--- src/rtl/carscan_pkg.sv ---
// Shared definitions for the scan carriage driver: FSM state encoding,
// full-step coil phase table and default timing constants.
package carscan_pkg;

    localparam int unsigned STEP_CNT_W = 16;

    localparam int unsigned DEF_STEP_DIV       = 50000;
    localparam int unsigned DEF_ROW_STEPS      = 200;
    localparam int unsigned DEF_OFFSET_STEPS   = 100;
    localparam int unsigned DEF_HOME_MAX_STEPS = 4000;
    localparam int unsigned DEF_SETTLE_CYC     = 500000;

    typedef enum logic [2:0] {
        ST_IDLE,
        ST_HOME,
        ST_OFFSET,
        ST_ROW,
        ST_SETTLE,
        ST_DONE,
        ST_FAULT
    } state_t;

    // Entry [i] is the coil pattern for phase index i (index 0 = 0011).
    localparam logic [3:0][3:0] COIL_TBL = {4'b1001, 4'b1100, 4'b0110, 4'b0011};

endpackage

--- src/rtl/scan_carriage_driver_if.sv ---
// Request/done handshake between sensor_scan (master) and the carriage
// driver (slave).
//   scan_offset_move : one-cycle request, home then move to first row
//   scan_move        : one-cycle request, advance one row
//   scan_move_done   : one-cycle pulse, move complete and settled
//   busy             : driver is executing a move
interface scan_carriage_driver_if;
    logic scan_offset_move;
    logic scan_move;
    logic scan_move_done;
    logic busy;

    modport master (
        output scan_offset_move,
        output scan_move,
        input  scan_move_done,
        input  busy
    );

    modport slave (
        input  scan_offset_move,
        input  scan_move,
        output scan_move_done,
        output busy
    );
endinterface

--- src/rtl/scan_carriage_driver_step_tick_gen.sv ---
// Step-rate divider: counts 0..DIV-1 and flags the last count as a tick.
//   clk, reset_n : clock, synchronous active-low reset
//   clr          : synchronous clear of the count
//   tick_c       : high for the cycle the count equals DIV-1
module step_tick_gen #(
    parameter int unsigned DIV = 4
) (
    input  logic clk,
    input  logic reset_n,
    input  logic clr,
    output logic tick_c
);
    localparam int unsigned CNT_W = (DIV > 1) ? $clog2(DIV) : 1;

    logic [CNT_W-1:0] cnt;

    assign tick_c = (cnt == CNT_W'(DIV - 1));

    // Divider count; wraps on tick, restarts on clear.
    always_ff @(posedge clk) begin
        if (!reset_n) begin
            cnt <= '0;
        end else if (clr || tick_c) begin
            cnt <= '0;
        end else begin
            cnt <= cnt + CNT_W'(1);
        end
    end
endmodule

--- src/rtl/scan_carriage_driver.sv ---
// Stepper carriage driver for sensor_scan: homes against a limit switch,
// steps the bar forward by an offset or one row, holds for settle time,
// then pulses scan_move_done.
//   clk, reset_n : clock, synchronous active-low reset
//   bus          : request/done/busy handshake (slave side)
//   home_sw      : home limit switch, asynchronous, active high
//   coil         : full-step two-phase coil drive
//   motor_en     : driver enable
//   fault        : sticky homing failure
module scan_carriage_driver
    import carscan_pkg::*;
#(
    parameter int unsigned STEP_DIV       = DEF_STEP_DIV,
    parameter int unsigned ROW_STEPS      = DEF_ROW_STEPS,
    parameter int unsigned OFFSET_STEPS   = DEF_OFFSET_STEPS,
    parameter int unsigned HOME_MAX_STEPS = DEF_HOME_MAX_STEPS,
    parameter int unsigned SETTLE_CYC     = DEF_SETTLE_CYC
) (
    input  logic                  clk,
    input  logic                  reset_n,
    scan_carriage_driver_if.slave bus,
    input  logic                  home_sw,
    output logic [3:0]            coil,
    output logic                  motor_en,
    output logic                  fault
);
    localparam int unsigned SET_W = (SETTLE_CYC > 1) ? $clog2(SETTLE_CYC) : 1;

    state_t                  state, state_n;
    logic [STEP_CNT_W-1:0]   step_cnt, step_cnt_n, step_inc;
    logic [1:0]              phase, phase_n;
    logic [SET_W-1:0]        set_cnt, set_cnt_n;
    logic                    hs_meta, hs;
    logic                    tick_c, div_clr;
    logic                    en_n;
    logic                    done_q, busy_q;

    assign bus.scan_move_done = done_q;
    assign bus.busy           = busy_q;
    assign step_inc           = step_cnt + STEP_CNT_W'(1);

    step_tick_gen #(.DIV(STEP_DIV)) u_tick (
        .clk     (clk),
        .reset_n (reset_n),
        .clr     (div_clr),
        .tick_c  (tick_c)
    );

    // Two-flop synchroniser for the home switch.
    always_ff @(posedge clk) begin
        if (!reset_n) begin
            hs_meta <= 1'b0;
            hs      <= 1'b0;
        end else begin
            hs_meta <= home_sw;
            hs      <= hs_meta;
        end
    end

    // State, counters and registered outputs.
    always_ff @(posedge clk) begin
        if (!reset_n) begin
            state    <= ST_IDLE;
            step_cnt <= '0;
            phase    <= 2'd0;
            set_cnt  <= '0;
            coil     <= 4'b0000;
            motor_en <= 1'b0;
            fault    <= 1'b0;
            done_q   <= 1'b0;
            busy_q   <= 1'b0;
        end else begin
            state    <= state_n;
            step_cnt <= step_cnt_n;
            phase    <= phase_n;
            set_cnt  <= set_cnt_n;
            coil     <= en_n ? COIL_TBL[phase_n] : 4'b0000;
            motor_en <= en_n;
            fault    <= (state_n == ST_FAULT);
            done_q   <= (state_n == ST_DONE);
            busy_q   <= !(state_n inside {ST_IDLE, ST_FAULT});
        end
    end

    // Next-state, step/phase/settle bookkeeping.
    always_comb begin
        state_n    = state;
        step_cnt_n = step_cnt;
        phase_n    = phase;
        set_cnt_n  = set_cnt;

        unique case (state)
            ST_IDLE: begin
                step_cnt_n = '0;
                set_cnt_n  = '0;
                if (bus.scan_offset_move) begin
                    state_n = hs ? ST_OFFSET : ST_HOME;
                end else if (bus.scan_move) begin
                    state_n = ST_ROW;
                end
            end
            ST_HOME: begin
                if (tick_c) begin
                    if (hs) begin
                        // Switch reached: skip this reverse step and start the offset run.
                        state_n    = ST_OFFSET;
                        step_cnt_n = '0;
                    end else begin
                        phase_n    = phase - 2'd1;
                        step_cnt_n = step_inc;
                        if (step_inc == STEP_CNT_W'(HOME_MAX_STEPS)) begin
                            state_n = ST_FAULT;
                        end
                    end
                end
            end
            ST_OFFSET, ST_ROW: begin
                if (tick_c) begin
                    phase_n    = phase + 2'd1;
                    step_cnt_n = step_inc;
                    if (step_inc == STEP_CNT_W'((state == ST_ROW) ? ROW_STEPS : OFFSET_STEPS)) begin
                        state_n    = ST_SETTLE;
                        step_cnt_n = '0;
                    end
                end
            end
            ST_SETTLE: begin
                if (set_cnt == SET_W'(SETTLE_CYC - 1)) begin
                    state_n   = ST_DONE;
                    set_cnt_n = '0;
                end else begin
                    set_cnt_n = set_cnt + SET_W'(1);
                end
            end
            ST_DONE:  state_n = ST_IDLE;
            ST_FAULT: state_n = ST_FAULT;
            default:  state_n = ST_IDLE;
        endcase

        // Divider restarts on every state change and idles outside motion states.
        div_clr = (state_n != state) || !(state inside {ST_HOME, ST_OFFSET, ST_ROW});
        en_n    = (state_n inside {ST_HOME, ST_OFFSET, ST_ROW, ST_SETTLE, ST_DONE});
    end
endmodule

--- src/flat_wrapper.sv ---
// flat-port wrapper written by rule: the top's interface ports become plain ports
module scan_carriage_driver_flat import carscan_pkg::*;
#(
    parameter int unsigned STEP_DIV       = DEF_STEP_DIV,
    parameter int unsigned ROW_STEPS      = DEF_ROW_STEPS,
    parameter int unsigned OFFSET_STEPS   = DEF_OFFSET_STEPS,
    parameter int unsigned HOME_MAX_STEPS = DEF_HOME_MAX_STEPS,
    parameter int unsigned SETTLE_CYC     = DEF_SETTLE_CYC
)
  (clk, reset_n, home_sw, coil, motor_en, fault, bus_scan_offset_move, bus_scan_move, bus_scan_move_done, bus_busy);
  scan_carriage_driver_if bus_i ();
  input  logic clk;
  input  logic reset_n;
  input  logic home_sw;
  output logic [3:0] coil;
  output logic motor_en;
  output logic fault;
  input wire logic [$bits(bus_i.scan_offset_move)-1:0] bus_scan_offset_move;
  input wire logic [$bits(bus_i.scan_move)-1:0] bus_scan_move;
  output wire logic [$bits(bus_i.scan_move_done)-1:0] bus_scan_move_done;
  output wire logic [$bits(bus_i.busy)-1:0] bus_busy;
  assign bus_i.scan_offset_move = bus_scan_offset_move;
  assign bus_i.scan_move = bus_scan_move;
  assign bus_scan_move_done = bus_i.scan_move_done;
  assign bus_busy = bus_i.busy;
  scan_carriage_driver #(.STEP_DIV(STEP_DIV), .ROW_STEPS(ROW_STEPS), .OFFSET_STEPS(OFFSET_STEPS), .HOME_MAX_STEPS(HOME_MAX_STEPS), .SETTLE_CYC(SETTLE_CYC)) u_core (.clk(clk), .reset_n(reset_n), .bus(bus_i), .home_sw(home_sw), .coil(coil), .motor_en(motor_en), .fault(fault));
endmodule
--- config.mk ---
export PLATFORM = sky130hd
export DESIGN_NAME = scan_carriage_driver_flat
export DESIGN_NICKNAME = d
export VERILOG_FILES = /design/src/rtl/carscan_pkg.sv /design/src/rtl/scan_carriage_driver_if.sv /design/src/rtl/scan_carriage_driver_step_tick_gen.sv /design/src/rtl/scan_carriage_driver.sv /design/src/flat_wrapper.sv
export SDC_FILE = /design/constraint.sdc
export NUM_CORES = 1
export LEC_CHECK = 0
export CORE_MARGIN = 3
export CORE_UTILIZATION = 44
export DETAILED_ROUTE_END_ITERATION = 12
export GPL_ROUTABILITY_DRIVEN = 0
export GPL_TIMING_DRIVEN = 0
export PLACE_DENSITY = 0.71
export SYNTH_ARGS = -nofsm -noshare
export SYNTH_HDL_FRONTEND = slang
export SYNTH_SLANG_ARGS = --single-unit
--- constraint.sdc ---
create_clock -name clk -period 3.2 [get_ports clk]
set_input_delay 0.48 -clock clk [delete_from_list [all_inputs] [get_ports clk]]
set_output_delay 0.48 -clock clk [all_outputs]
set_load 0.01 [all_outputs]
Word level (Yosys, flattened, before mapping) --
Cells that the tools add are included.
Word-level totals: register bits after elaboration 66, bits of input ports 5, word-level logic and storage cells 76
Cells by class: $add $sub $neg 5, order comparisons 1, equal/unequal tests 18, multiplexer cells 24, bitwise gates (word level) 1, reductions and logical operators 15
Operator list (count):
- two-way mux 16 bit | 4
- case mux 16 bit (3 select lines) | 1
- case mux 19 bit (2 select lines) | 1
- adder 16 x 1 -> 16 bit (second input constant) | 2
- two-way mux 3 bit | 8
- adder 19 x 1 -> 19 bit (second input constant) | 1
- equality test 19 bit (second input constant) | 1
- two-way mux 19 bit | 1
- equality test 16 x 12 -> 1 bit (second input constant) | 1
- equality test 16 bit | 1
- equality test 16 bit (second input constant) | 1
- equality test 3 bit (second input constant) | 5
- case mux 3 bit (5 select lines) | 1
- equality test 3 x 2 -> 1 bit (second input constant) | 4
- binary-select mux 4 bit (select 2 bit) | 1
- two-way mux 2 bit | 4
- two-way mux 8 bit | 1
- equality test 3 x 1 -> 1 bit (second input constant) | 2
- zero test 3 bit | 2
- nonzero test 3 bit | 2
- nonzero test 5 bit | 1
- two-way mux 4 bit | 1
- != test 2 bit (second input constant) | 2
- case mux 2 bit (2 select lines) | 1
- other kinds (11) | 15

Logic depth before layout (Yosys ltp) --
Gate-level depths: netlist of run 1.
depth after elaboration 10, mapped depth 10, gate-level depth less buffers 8

Hierarchy --
Synthesis of run 1 repeated with hierarchy kept, for this count alone.
Unflattened totals: cell total of the unflattened synthesis 450, area, all modules 3768.6 um^2
Modules (own cells, without submodules):
- scan_carriage_driver | times used 1, cells each 370, area each 2969.1 um^2, seq. area each 1001.0 um^2
- step_tick_gen | times used 1, cells each 80, area each 799.5 um^2, seq. area each 320.3 um^2

Worst setup path before layout of run 1 --
Ideal clock, no wire load.
path type register to register, start register u_core.step_cnt[0], end register u_core.coil[0], library setup time 0.118 ns, arrival time 2.374 ns, data required time 3.082 ns, slack 0.709 ns, stages on the path, launching flop included 10, path buffers 1, cell sequence dfxtp_1 > ha_1 > buf_6 > and3_1 > a311oi_1 > o221ai_2 > a2111oi_4 > and4b_2 > nor3_4 > o2111a_1
Between the ends: word-level cells in the longest chain between the ends 9
RTL lines:
- start, declared | RTL line scan_carriage_driver.sv:30 | logic [STEP_CNT_W-1:0] step_cnt, step_cnt_n, step_inc;
- start signal, assigned | RTL line scan_carriage_driver.sv:74 | step_cnt <= step_cnt_n;
- adder 16 x 1 -> 16 bit * | RTL line scan_carriage_driver.sv:40 | assign step_inc = step_cnt + STEP_CNT_W'(1);
- equality test 16 x 12 -> 1 bit | RTL line scan_carriage_driver.sv:111 | if (step_inc == STEP_CNT_W'(HOME_MAX_STEPS)) begin
- two-way mux 3 bit | RTL line scan_carriage_driver.sv:111
- two-way mux 3 bit | RTL line scan_carriage_driver.sv:104 | if (hs) begin
- two-way mux 3 bit | RTL line scan_carriage_driver.sv:103 | if (tick_c) begin
- case mux 3 bit (5 select lines) * | RTL line scan_carriage_driver.sv:92 | unique case (state)
- equality test 3 x 1 -> 1 bit, or another cell as far along | RTL line scan_carriage_driver.sv:142 | en_n = (state_n inside {ST_HOME, ST_OFFSET, ST_ROW, ST_SETTLE, ST_DONE});
- nonzero test 5 bit * | RTL line scan_carriage_driver.sv:142
- AND reduction 2 bit (no line) *
- end signal, assigned | RTL line scan_carriage_driver.sv:77 | coil <= en_n ? COIL_TBL[phase_n] : 4'b0000;
- end, declared | RTL line scan_carriage_driver.sv:23 | output logic [3:0] coil,
Every way passes the cells marked *; elsewhere a longest branch is shown, timed or not. A chain may end at the register's enable or synchronous reset.

Worst setup path in the final report of run 1 --
start register u_core.step_cnt[0], end register u_core.coil[2]
The elaborated chain is that of the path after synthesis.

==> impl_metrics.csv, run 1 <==
group,metric,value,unit
clock_tree,htree_num_levels,3,
floorplanning,core-area,8260,µm²
floorplanning,fp.dieArea,9710,µm²
critical_path,reg2reg_slack,0.33,ns
floorplanning,io-pin-count,13,
grt,use_met1,26.3,%
synth,synth_top_area_cell,"dfxtp_1",
cells_and_area,instances_no_fill,595,
critical_path,path_max_fanout,9,
routing,firstDrtPassIters,5,
sta,finalHoldViolCount,0,
synth,seq_area_frac_synth,35.1,%
clock_tree,ctsHoldBuffers,0,
cells_and_area,diodes,0,
synth,synth-xor-area-share,5.81,%
floorplanning,rows,33,
synth,synth_edf_count,0,
synth,synth-simple-area-share,33.3,%
routing,vias,3551,
synth,synth_area,3770,µm²
clock_tree,cts_buffer_depth,2,
clock_tree,cts_tree,"built",
synth,synth.area.mux_share,1.06,%
synth,ys_top_cells_by_count,"dfxtp_1, nor2_1, nand2_1",
floorplanning,die_width,98.5,µm
critical_path,worst_setup_path_start_kind,"flip-flop",
sta,fin_skew,0.0102,ns
cells_and_area,final_util,51.6,%
synth,synthesis.nets,470,
flow_run,maxCapViolCount,0,
cells_and_area,area_growth,13.0,%
sta,tightest_slew,0.749,ns
routing,drtIter0Drc,281,
pwr,finalPower,1.84,mW
critical_path,cp-end-kind,"flip-flop",
placement,port_buffers,12,
routing,routed_via_density,5.97,
sta,fin_crit,2.87,ns
synth,yosysUniqueCellTypes,63,
pwr,vdd_ir_drop_max,0.409,mV
critical_path,crit_required,3.49,ns
grt,gr-total-overflow,0,
synth,synth_top_family_by_area,"simple AND/OR/NAND/NOR gates",
cells_and_area,nNetsFinal,493,
synth,ys.warnings.count,0,
synth,async_flop_share,0,%
placement,dpl.cell_count,579,
routing,routed_wl,9030,µm
floorplanning,fp.dieH,98.5,µm
critical_path,crit_arrival,3.16,ns
placement,place_area,4020,µm²
grt,grt_max_degree,13,
grt,grt_pass1_wl,15300,µm
sta,whs,0.439,ns
pwr,power_density,432,nW/µm²
routing,ant_nets,0,
synth,synth_adder_area_share,0.996,%
cells_and_area,drive_gt1_share,10.4,%
grt,grt_pass1_vias,3223,
grt,gr-usage-met2,29.4,%
synth,synth_cells,462,
pwr,p_leak,1.44,nW
synth,synth-compound-area-share,18.7,%
sta,rsz0062_at_grt,"false",
routing,drc,0,
placement,dp_slack,0.362,ns
sta,setup_violations,0,
run_status,status,"completed",
clock_tree,numCtsBuffers,9,
sta,final_max_slew_viol_count,0,
sta,layout_worst_path_cycle_share,89.7,%
grt,busiest_layer,"met2",
grt,grtUsageTotal,19.1,%
clock_tree,cts_sinks,66,
synth,synth_flop_cell,"dfxtp_1",
sta,maxSlewHeadroom,49.7,%
worst_hold_path,hold_class,"flip-flop to flip-flop",
sta,setup_slack,0.330,ns
synth,synth_most_common_cell,"dfxtp_1",
clock_tree,clk_latency,0.35,ns
synth,yosys_register_bits,66,
clock_tree,path_clk_slew,0.07,ns
clock_tree,postCtsSetupBuffers,0,
sta,tns,0,ns
floorplanning,initial_utilization,45.6,%
clock_tree,post_cts_resized,0,
placement,dp_hpwl,6350,µm
synth,syn_avg_cell_area,8.16,µm²
grt,antenna_found_initial,0,
sta,clock.fmax,348,MHz
critical_path,worstSetupPathType,"flip-flop to flip-flop",
routing,wl_per_cell,15.2,µm
clock_tree,clockRootBuffer,"clkbuf_8",
synth,synth_top_area_share,35.1,%
grt,grt_util_met3,3.68,%
cells_and_area,final_area,4260,µm²
synth,yosys-top-cells-area,"dfxtp_1, nor2_1, nand3_1, nand2_1, xnor2_1",
-- layout make-up --
class	instances	area (µm²)
Fill cell	799	4000
Multi-Input combinational cell	357	2260
Sequential cell	66	1320
Buffer	29	154
Tap cell	105	131
Clock buffer	9	124
Timing Repair Buffer	12	120
Clock inverter	7	116
Inverter	10	37.5
-- registers in the layout (all words and copies together) (netlist names) --
register and flops:
u_core.set_cnt 19, u_core.step_cnt 16, u_core.u_tick.cnt 16, u_core.coil 4, u_core.state 3, u_core.phase 2
u_core.bus.busy 1, u_core.bus.scan_move_done 1, u_core.fault 1, u_core.hs 1, u_core.hs_meta 1, u_core.motor_en 1
-- worst max-delay path, cell delays in order (launching register included) --
cell and delay, ns:
dfxtp_1 0.47, ha_1 0.21, buf_6 0.13, nand3_1 0.08
nor3_1 0.36, mux2i_1 0.32, nand4_2 0.19, o31ai_1 0.49
or3_1 0.20, buf_2 0.16, o2111a_1 0.19
-- path summary, 6_finish.rpt --
check                                       start                   endpoint  depth (start not counted)
setup / recovery  u_core.step_cnt[0]$_SDFFE_PN0P_  u_core.coil[2]$_SDFF_PN0_                         10
hold / removal          u_core.hs_meta$_SDFF_PN0_       u_core.hs$_SDFF_PN0_                          1
setup reg to reg  u_core.step_cnt[0]$_SDFFE_PN0P_  u_core.coil[2]$_SDFF_PN0_                         10
hold reg to reg         u_core.hs_meta$_SDFF_PN0_       u_core.hs$_SDFF_PN0_                          1
-- kinds of logic after synthesis --
logic type / count (synthesis)
AO/OA/AOI/OAI: 97
buffers and inverters: 39
XOR/XNOR: 25
multiplexers: 4
flip-flops: 66
adder cells (fa/ha/maj): 3
AND/OR/NAND/NOR: 228
-- report_power, final --
part	internal [mW]	total, mW	switching (mW)	leakage (nW)
Sequential	0.835	0.844	0.00914	0.534
Combinational	0.0565	0.155	0.0984	0.787
Clock	0.517	0.844	0.327	0.120
-- cell usage in the layout, fill, tap and decap left out, drive strengths merged, types with 13 or more instances in the layout --
cell type and count:
dfxtp 66, nor2 53, nand2 39, nand3 31, clkbuf 25, o21ai 21, nor3 20, a21oi 18
and3 15, xnor2 15, nand4 14, buf 13
-- per-layer routing --
| metal | vias to the layer above | routed length [µm] |
|---|---|---|
| li1 | 1751 | - |
| met1 | 1669 | 4390 |
| met2 | 103 | 3970 |
| met3 | 28 | 464 |
| met4 | 0 | 202 |
| met5 | - | 0 |
(Power assumes the default switching activity.)
==> run 2, diff against run 1 <==
--- a/config.mk
+++ b/config.mk
@@ -5,6 +5,7 @@
 export SDC_FILE = /design/constraint.sdc
 export NUM_CORES = 1
 export LEC_CHECK = 0
+export ABC_CLOCK_PERIOD_IN_PS = 3200
 export CORE_MARGIN = 3
 export CORE_UTILIZATION = 44
 export DETAILED_ROUTE_END_ITERATION = 12
==> results of run 2 <==
The final DEF is identical to that of run 1; final timing and power are the same.
